[config.mk]
export PLATFORM = sky130hd
export DESIGN_NAME = reg_file_wr_arbiter
export DESIGN_NICKNAME = d
export VERILOG_FILES = /design/src/rtl/reg_file_wr_arbiter.sv
export SDC_FILE = /design/constraint.sdc
export NUM_CORES = 1
export LEC_CHECK = 0
export CAP_MARGIN = 10
export CORE_MARGIN = 2
export CORE_UTILIZATION = 36
export DETAILED_ROUTE_END_ITERATION = 10
export PLACE_DENSITY = 0.77
export SYNTH_ARGS = -nofsm -noshare
export SYNTH_HDL_FRONTEND = slang
export SYNTH_SLANG_ARGS = --single-unit
[constraint.sdc]
create_clock -name clk -period 2.3 [get_ports clk]
set_input_delay 0.46 -clock clk [delete_from_list [all_inputs] [get_ports clk]]
set_output_delay 0.46 -clock clk [all_outputs]
set_load 0.005 [all_outputs]
[src/rtl/reg_file_wr_arbiter.sv]
// Write-port controller for the register file: clears entries 1..N-1 after reset
// or on request, then round-robins the single write port between requesters A and B.
module reg_file_wr_arbiter #(
  parameter int DATA_WIDTH = 32,
  parameter int ADDR_WIDTH = 5
) (
  input  logic                  clk,
  input  logic                  rst,
  input  logic                  clr_req,
  input  logic                  a_wvalid,
  output logic                  a_wready,
  input  logic [ADDR_WIDTH-1:0] a_waddr,
  input  logic [DATA_WIDTH-1:0] a_wdata,
  input  logic                  b_wvalid,
  output logic                  b_wready,
  input  logic [ADDR_WIDTH-1:0] b_waddr,
  input  logic [DATA_WIDTH-1:0] b_wdata,
  output logic                  rf_wen,
  output logic [ADDR_WIDTH-1:0] rf_waddr,
  output logic [DATA_WIDTH-1:0] rf_wdata,
  output logic                  init_done
);

  typedef enum logic {
    CLEAR = 1'b0,
    RUN   = 1'b1
  } state_t;

  localparam logic [ADDR_WIDTH-1:0] CNT_START = ADDR_WIDTH'(1);

  state_t                state;
  state_t                state_nxt;
  logic [ADDR_WIDTH-1:0] cnt;
  logic                  last_b;

  always_ff @(posedge clk) begin
    if (rst) state <= CLEAR;
    else     state <= state_nxt;
  end

  always_comb begin
    state_nxt = state;
    case (state)
      CLEAR:   if (cnt == '1) state_nxt = RUN;
      RUN:     if (clr_req)   state_nxt = CLEAR;
      default: state_nxt = CLEAR;
    endcase
  end

  // On a tie the requester that was not granted last wins.
  always_comb begin
    a_wready  = 1'b0;
    b_wready  = 1'b0;
    init_done = (state == RUN);
    if (state == RUN && !clr_req) begin
      a_wready = a_wvalid && (!b_wvalid || last_b);
      b_wready = b_wvalid && (!a_wvalid || !last_b);
    end
  end

  always_ff @(posedge clk) begin
    if (rst) begin
      cnt      <= CNT_START;
      last_b   <= 1'b1;
      rf_wen   <= 1'b0;
      rf_waddr <= '0;
      rf_wdata <= '0;
    end else begin
      case (state)
        CLEAR: begin
          rf_wen   <= 1'b1;
          rf_waddr <= cnt;
          rf_wdata <= '0;
          cnt      <= (cnt == '1) ? CNT_START : cnt + CNT_START;
        end
        RUN: begin
          if (clr_req) begin
            cnt    <= CNT_START;
            rf_wen <= 1'b0;
          end else if (a_wvalid && a_wready) begin
            rf_wen   <= (a_waddr != '0);
            rf_waddr <= a_waddr;
            rf_wdata <= a_wdata;
            last_b   <= 1'b0;
          end else if (b_wvalid && b_wready) begin
            rf_wen   <= (b_waddr != '0);
            rf_waddr <= b_waddr;
            rf_wdata <= b_wdata;
            last_b   <= 1'b1;
          end else begin
            rf_wen <= 1'b0;
          end
        end
        default: rf_wen <= 1'b0;
      endcase
    end
  end

endmodule

* Word level (Yosys, flattened, before mapping)
Cells that the tools add are included.
** Operators by class
- $add $sub $neg :: 1
- $mul :: 0
- Div/mod/pow operators :: 0
- Magnitude comparators :: 0
- Eq/ne operators :: 4
- Shift-type cells :: 0
- Multiplexer cells :: 22
- Bitwise operators :: 2
- Reduce and logical (&&, ||, !) cells :: 16
** Operator list (count)
- 32-bit 2-to-1 mux :: 3
- 32-bit one-hot mux with 2 select lines :: 1
- 5-bit 2-to-1 mux :: 5
- 5-bit one-hot mux with 2 select lines :: 2
- 5-bit nonzero test :: 2
- 1-bit 2-to-1 mux :: 9
- 5-bit by 1-bit adder with 5-bit output (second input constant) :: 1
- 5-bit equality test (second input constant) :: 1
- 1-bit logical AND :: 5
- 1-bit logical NOT :: 4
- 2-bit != test (second input constant) :: 2
- 1-bit one-hot mux with 2 select lines :: 2
- 3-bit by 1-bit != test with 1-bit output (second input constant) :: 1
- 3-bit AND reduction :: 1
- 1-bit logical OR :: 2
- 1-bit inverter :: 2
- 2-bit AND reduction :: 1
- 2-bit nonzero test :: 1
** Storage, ports and cells
- Register bits after elaboration :: 45
- Latch bits :: 0
- Memory bits (writable) :: 0
- Memory bits (read-only) :: 0
- Output and inout bits :: 41
- Word-level logic and storage cells :: 51
- Memories kept :: 0

* Depth between registers and ports, before layout
Gate-level depths: netlist of the first run.
- Word-level depth :: 9
- Gate-level depth with buffers :: 7
- Depth with buffers taken out :: 7

* Least setup slack after synthesis of the first run
No wires, ideal clock.
- Kind :: in2out
- From :: input port b_wvalid
- To :: output port b_wready
- Arrival time :: 1.040 ns
- Data required time :: 1.840 ns
- Slack :: 0.800 ns
- Stages :: 3
- Buffers on the path :: 1
- Path through :: a21boi_2 > buf_2 > and2_1
** Between the ends
- Cells in the longest elaborated chain, start to end :: 2
** RTL lines
- start, declared :: line 14 : input logic b_wvalid,
- 1-bit logical AND :: line 57 : b_wready = b_wvalid && (!a_wvalid || !last_b);
- 1-bit 2-to-1 mux :: line 55 : if (state == RUN && !clr_req) begin
- end, declared :: line 15 : output logic b_wready,
No other way between the ends.

* Worst setup path in the final report of the first run
- From :: register state, in the netlist init_done
- To :: output port b_wready
** Between the ends
- Cells in the longest elaborated chain, start to end :: 2
** RTL lines
- start, declared :: line 31 : state_t state;
- start signal, assigned :: line 38 : else state <= state_nxt;
- 1-bit logical AND :: line 55
- 1-bit 2-to-1 mux :: line 55
No other way between the ends.

==> results.sh, run 1 <==
export IMPL_status="finished, final reports clean"
export IMPL_final_max_slew_viol_count=0
export IMPL_post_dp_hpwl_um=4495
export IMPL_synth_area_leaders="dfxtp_1 (44%), o2bb2ai_1 (14%), a22oi_1 (7.7%), a22oi_2 (6.7%), nand2_1 (2.4%)"
export IMPL_cts_root_buffer="clkbuf_8"
export IMPL_cts_htree_levels=2
export IMPL_critical_path_required_ns=1.84
export IMPL_worst_pin_slew_ns=0.4014
export IMPL_crit_arrival_ns=1.62
export IMPL_fmax_ghz=0.4802
export IMPL_utilization_pct=62.39
export IMPL_reg2regPathDepth=6
export IMPL_synth_warning_count=0
export IMPL_wl_per_cell_um=15.18
export IMPL_num_fill_cells=490
export IMPL_crit_fanout=9
export IMPL_max_stage_delay_ns=0.52
export IMPL_die_w_um=79.34
export IMPL_start_util_pct=37.11
export IMPL_track_usage_pct=18.59
export IMPL_drive_above_1_share_pct=11.25
export IMPL_syn2layout_area_growth_pct=68.16
export IMPL_io_buffers=119
export IMPL_power_per_cell_area_mw_per_mm2=456.3
export IMPL_diodes=0
export IMPL_maxCapViolations=0
export IMPL_hold_buffers=0
export IMPL_finalCriticalPeriod_ns=2.082
export IMPL_routed_wl_um=5949
export IMPL_r2r_start="cnt[0]"
export IMPL_whs_path_depth=1
export IMPL_overflow=0
export IMPL_finalSetupViolCount=0
export IMPL_core_sq_mm=0.005507
export IMPL_vdd_drop_max_uv=242.0
export IMPL_grt_max_degree=33
export IMPL_vias=2044
export IMPL_stdcell_count=392
export IMPL_r2r_end="cnt[3]"
export IMPL_syn_nets=279
export IMPL_post_cts_buffers=0
export IMPL_placedCellCount=384
export IMPL_whs_endpoint="rf_wdata[16]"
export IMPL_clkLatencyLatePin_ns=0.29
export IMPL_cp_end_kind="output pin"
export IMPL_hold_ws_ns=0.4633
export IMPL_drtIter0Drc=68
export IMPL_cts_buffers=5
export IMPL_finalHoldViolCount=0
export IMPL_cts_sinks=45
export IMPL_clk_pin_slew_ns=0.08
export IMPL_rsz0062_at_grt="no"
export IMPL_reg2reg_slack_ns=0.74
export IMPL_cts_tree="built"
export IMPL_yosys_area_top_type="dfxtp_1"
export IMPL_detail_route_antenna_nets=0
export IMPL_io_pins=120
export IMPL_layout_commonest_cell="clkdlybuf4s50_1"
export IMPL_ys_seq_area_share_pct=44.09
export IMPL_synth_distinct_cells=32
export IMPL_holdCritStartpoint="rf_wdata[16]"
export IMPL_p_leak_nw=1.187
export IMPL_min_delay_path_class="flip-flop to flip-flop"
export IMPL_clock_path_buffers=2
export IMPL_vias_per_cell=5.214
export IMPL_num_nets_final=400
export IMPL_post_route_period_util_pct=90.54
export IMPL_core_rowCount=27
export IMPL_syn_cell_area_sq_mm=0.002043
export IMPL_critical_path_slowest_cell="dfxtp_1"
export IMPL_synth_top_area_share_pct=44.09
export IMPL_drc=0
export IMPL_fin_skew_ns=0.002208
export IMPL_die_area_sq_mm=0.006294
export IMPL_gp_congestion=0.7986
export IMPL_cp_cell_sequence="and2b_1 -> and2_1 -> clkdlybuf4s50_1"
export IMPL_grt_pass1_vias=2010
export IMPL_netlist_instances=198
export IMPL_worst_setup_path_type="flip-flop to output pin"
export IMPL_antenna_found_initial=0
export IMPL_grt_pass1_wl_um=9342
export IMPL_die_h_um=79.34
export IMPL_max_slew_margin_pct=73.24
export IMPL_synth_seq_cells=45
export IMPL_first_pass_iters=4
export IMPL_synth_area_per_cell_sq_um=10.32
export IMPL_final_cell_mix="clkdlybuf4s50_1 (116), dfxtp_1 (45), o2bb2ai_1 (32), a22oi_1 (21), nand2_1 (13)"
export IMPL_critPathLaunchType="flip-flop"
[registers in the layout (all words and copies together) (netlist names)]
register and count:
cnt 5, init_done 1, last_b 1, rf_waddr 5
rf_wdata 32, rf_wen 1
[area by class of cell]
class	instances	area [sq um]	share of cell area [%]
multi-input cells	137	1050	30.55
repair buffers	130	1299	37.80
clock inverters	2	13.76	0.4006
well taps	72	90.09	2.622
flip-flops and latches	45	900.9	26.22
clock buffers	6	82.58	2.403
[worst max-delay path: cells and delay by family (launching register included)]
kind / cells / cell delay (ns)
buffers and inverters: 1 / 0.50
flip-flops: 1 / 0.52
AND/OR/NAND/NOR: 2 / 0.32
[how the worst max path moves through the flow]
stage	startpoint	end	slack [ns]
6_report	init_done	b_wready	0.22
5_1_grt	init_done	b_wready	0.14
4_1_cts	clr_req	a_wready	0.03
3_5_place_dp	a_wvalid	a_wready	-0.04
3_3_place_gp	a_wvalid	a_wready	-0.02
2_1_floorplan	b_wvalid	b_wready	0.80
[power breakdown]
part	switching, mW	total, mW	leakage [nW]	internal (mW)
registers	0.0110	0.801	0.364	0.790
clock network	0.257	0.500	0.0512	0.243
logic	0.0885	0.267	0.772	0.178
total	0.356	1.57	1.19	1.21
[per-stage QoR]
step | instance area (sq um) | total power, mW | worst slack [ns] | setup TNS [ns]
after global placement | 3339 | 1.085 | -0.02380 | -0.02380
final | 3436 | 1.568 | 0.2177 | 0
after global routing | 3436 | 1.638 | 0.1392 | 0
after floorplan | 2043 | 0.9138 | 0.8001 | 0
after CTS | 3433 | 1.596 | 0.03457 | 0
after detailed placement | 3339 | 1.089 | -0.03861 | -0.04076
[per-layer routing]
layer / GRT usage (%) / part of all wire (%) / up-vias
met4: 5.862 / 1.5 / 0
met5: 0 / 0 / -
met2: 31.44 / 46 / 86
met3: 5.000 / 7.8 / 6
met1: 22.97 / 45 / 934
li1: - / - / 1018
[cells in the mapped netlist]
cell and count:
ha_1 2, and2b_1 1, nor2b_1 4, nand2b_1 6
buf_2 7, dfxtp_1 45, nand2b_2 1, nor2_2 1
nor4_1 2, a211o_1 2, nand2_1 13, a22oi_2 11
clkbuf_1 4, nand4_1 1, o41ai_1 1, and3_1 1
a21oi_1 6, o21ai_0 3, and2_1 2, nor2_1 6
o2bb2ai_1 32, o21bai_2 1, a2111oi_2 1, nor3_1 3
buf_6 4, a21boi_2 1, mux2i_1 1, buf_4 1
nand3b_1 5, a311oi_1 5, a22oi_1 21, a211oi_1 4
[cell families after synthesis]
group                    count (synthesis)  synth area share, %
multiplexers                             1               0.4899
buffers and inverters                   16                5.021
AND/OR/NAND/NOR                         46                12.06
AO/OA/AOI/OAI                           88                37.11
adder cells (fa/ha/maj)                  2                1.225
flip-flops                              45                44.09
[repair_timing]
action,CTS,global route
gates resized for setup,2,1
pin swaps,0,0
setup endpoints to repair,2,2
hold endpoints to repair,0,0
Note: power is estimated with default switching activity, not from simulation.
==> run 2: changes to the inputs <==
--- a/config.mk
+++ b/config.mk
@@ -8,6 +8,7 @@
 export CAP_MARGIN = 10
 export CORE_MARGIN = 2
 export CORE_UTILIZATION = 36
+export CTS_CLUSTER_SIZE = 25
 export DETAILED_ROUTE_END_ITERATION = 10
 export PLACE_DENSITY = 0.77
 export SYNTH_ARGS = -nofsm -noshare
==> results of run 2 <==
The final DEF is identical to that of run 1; final timing and power are the same.
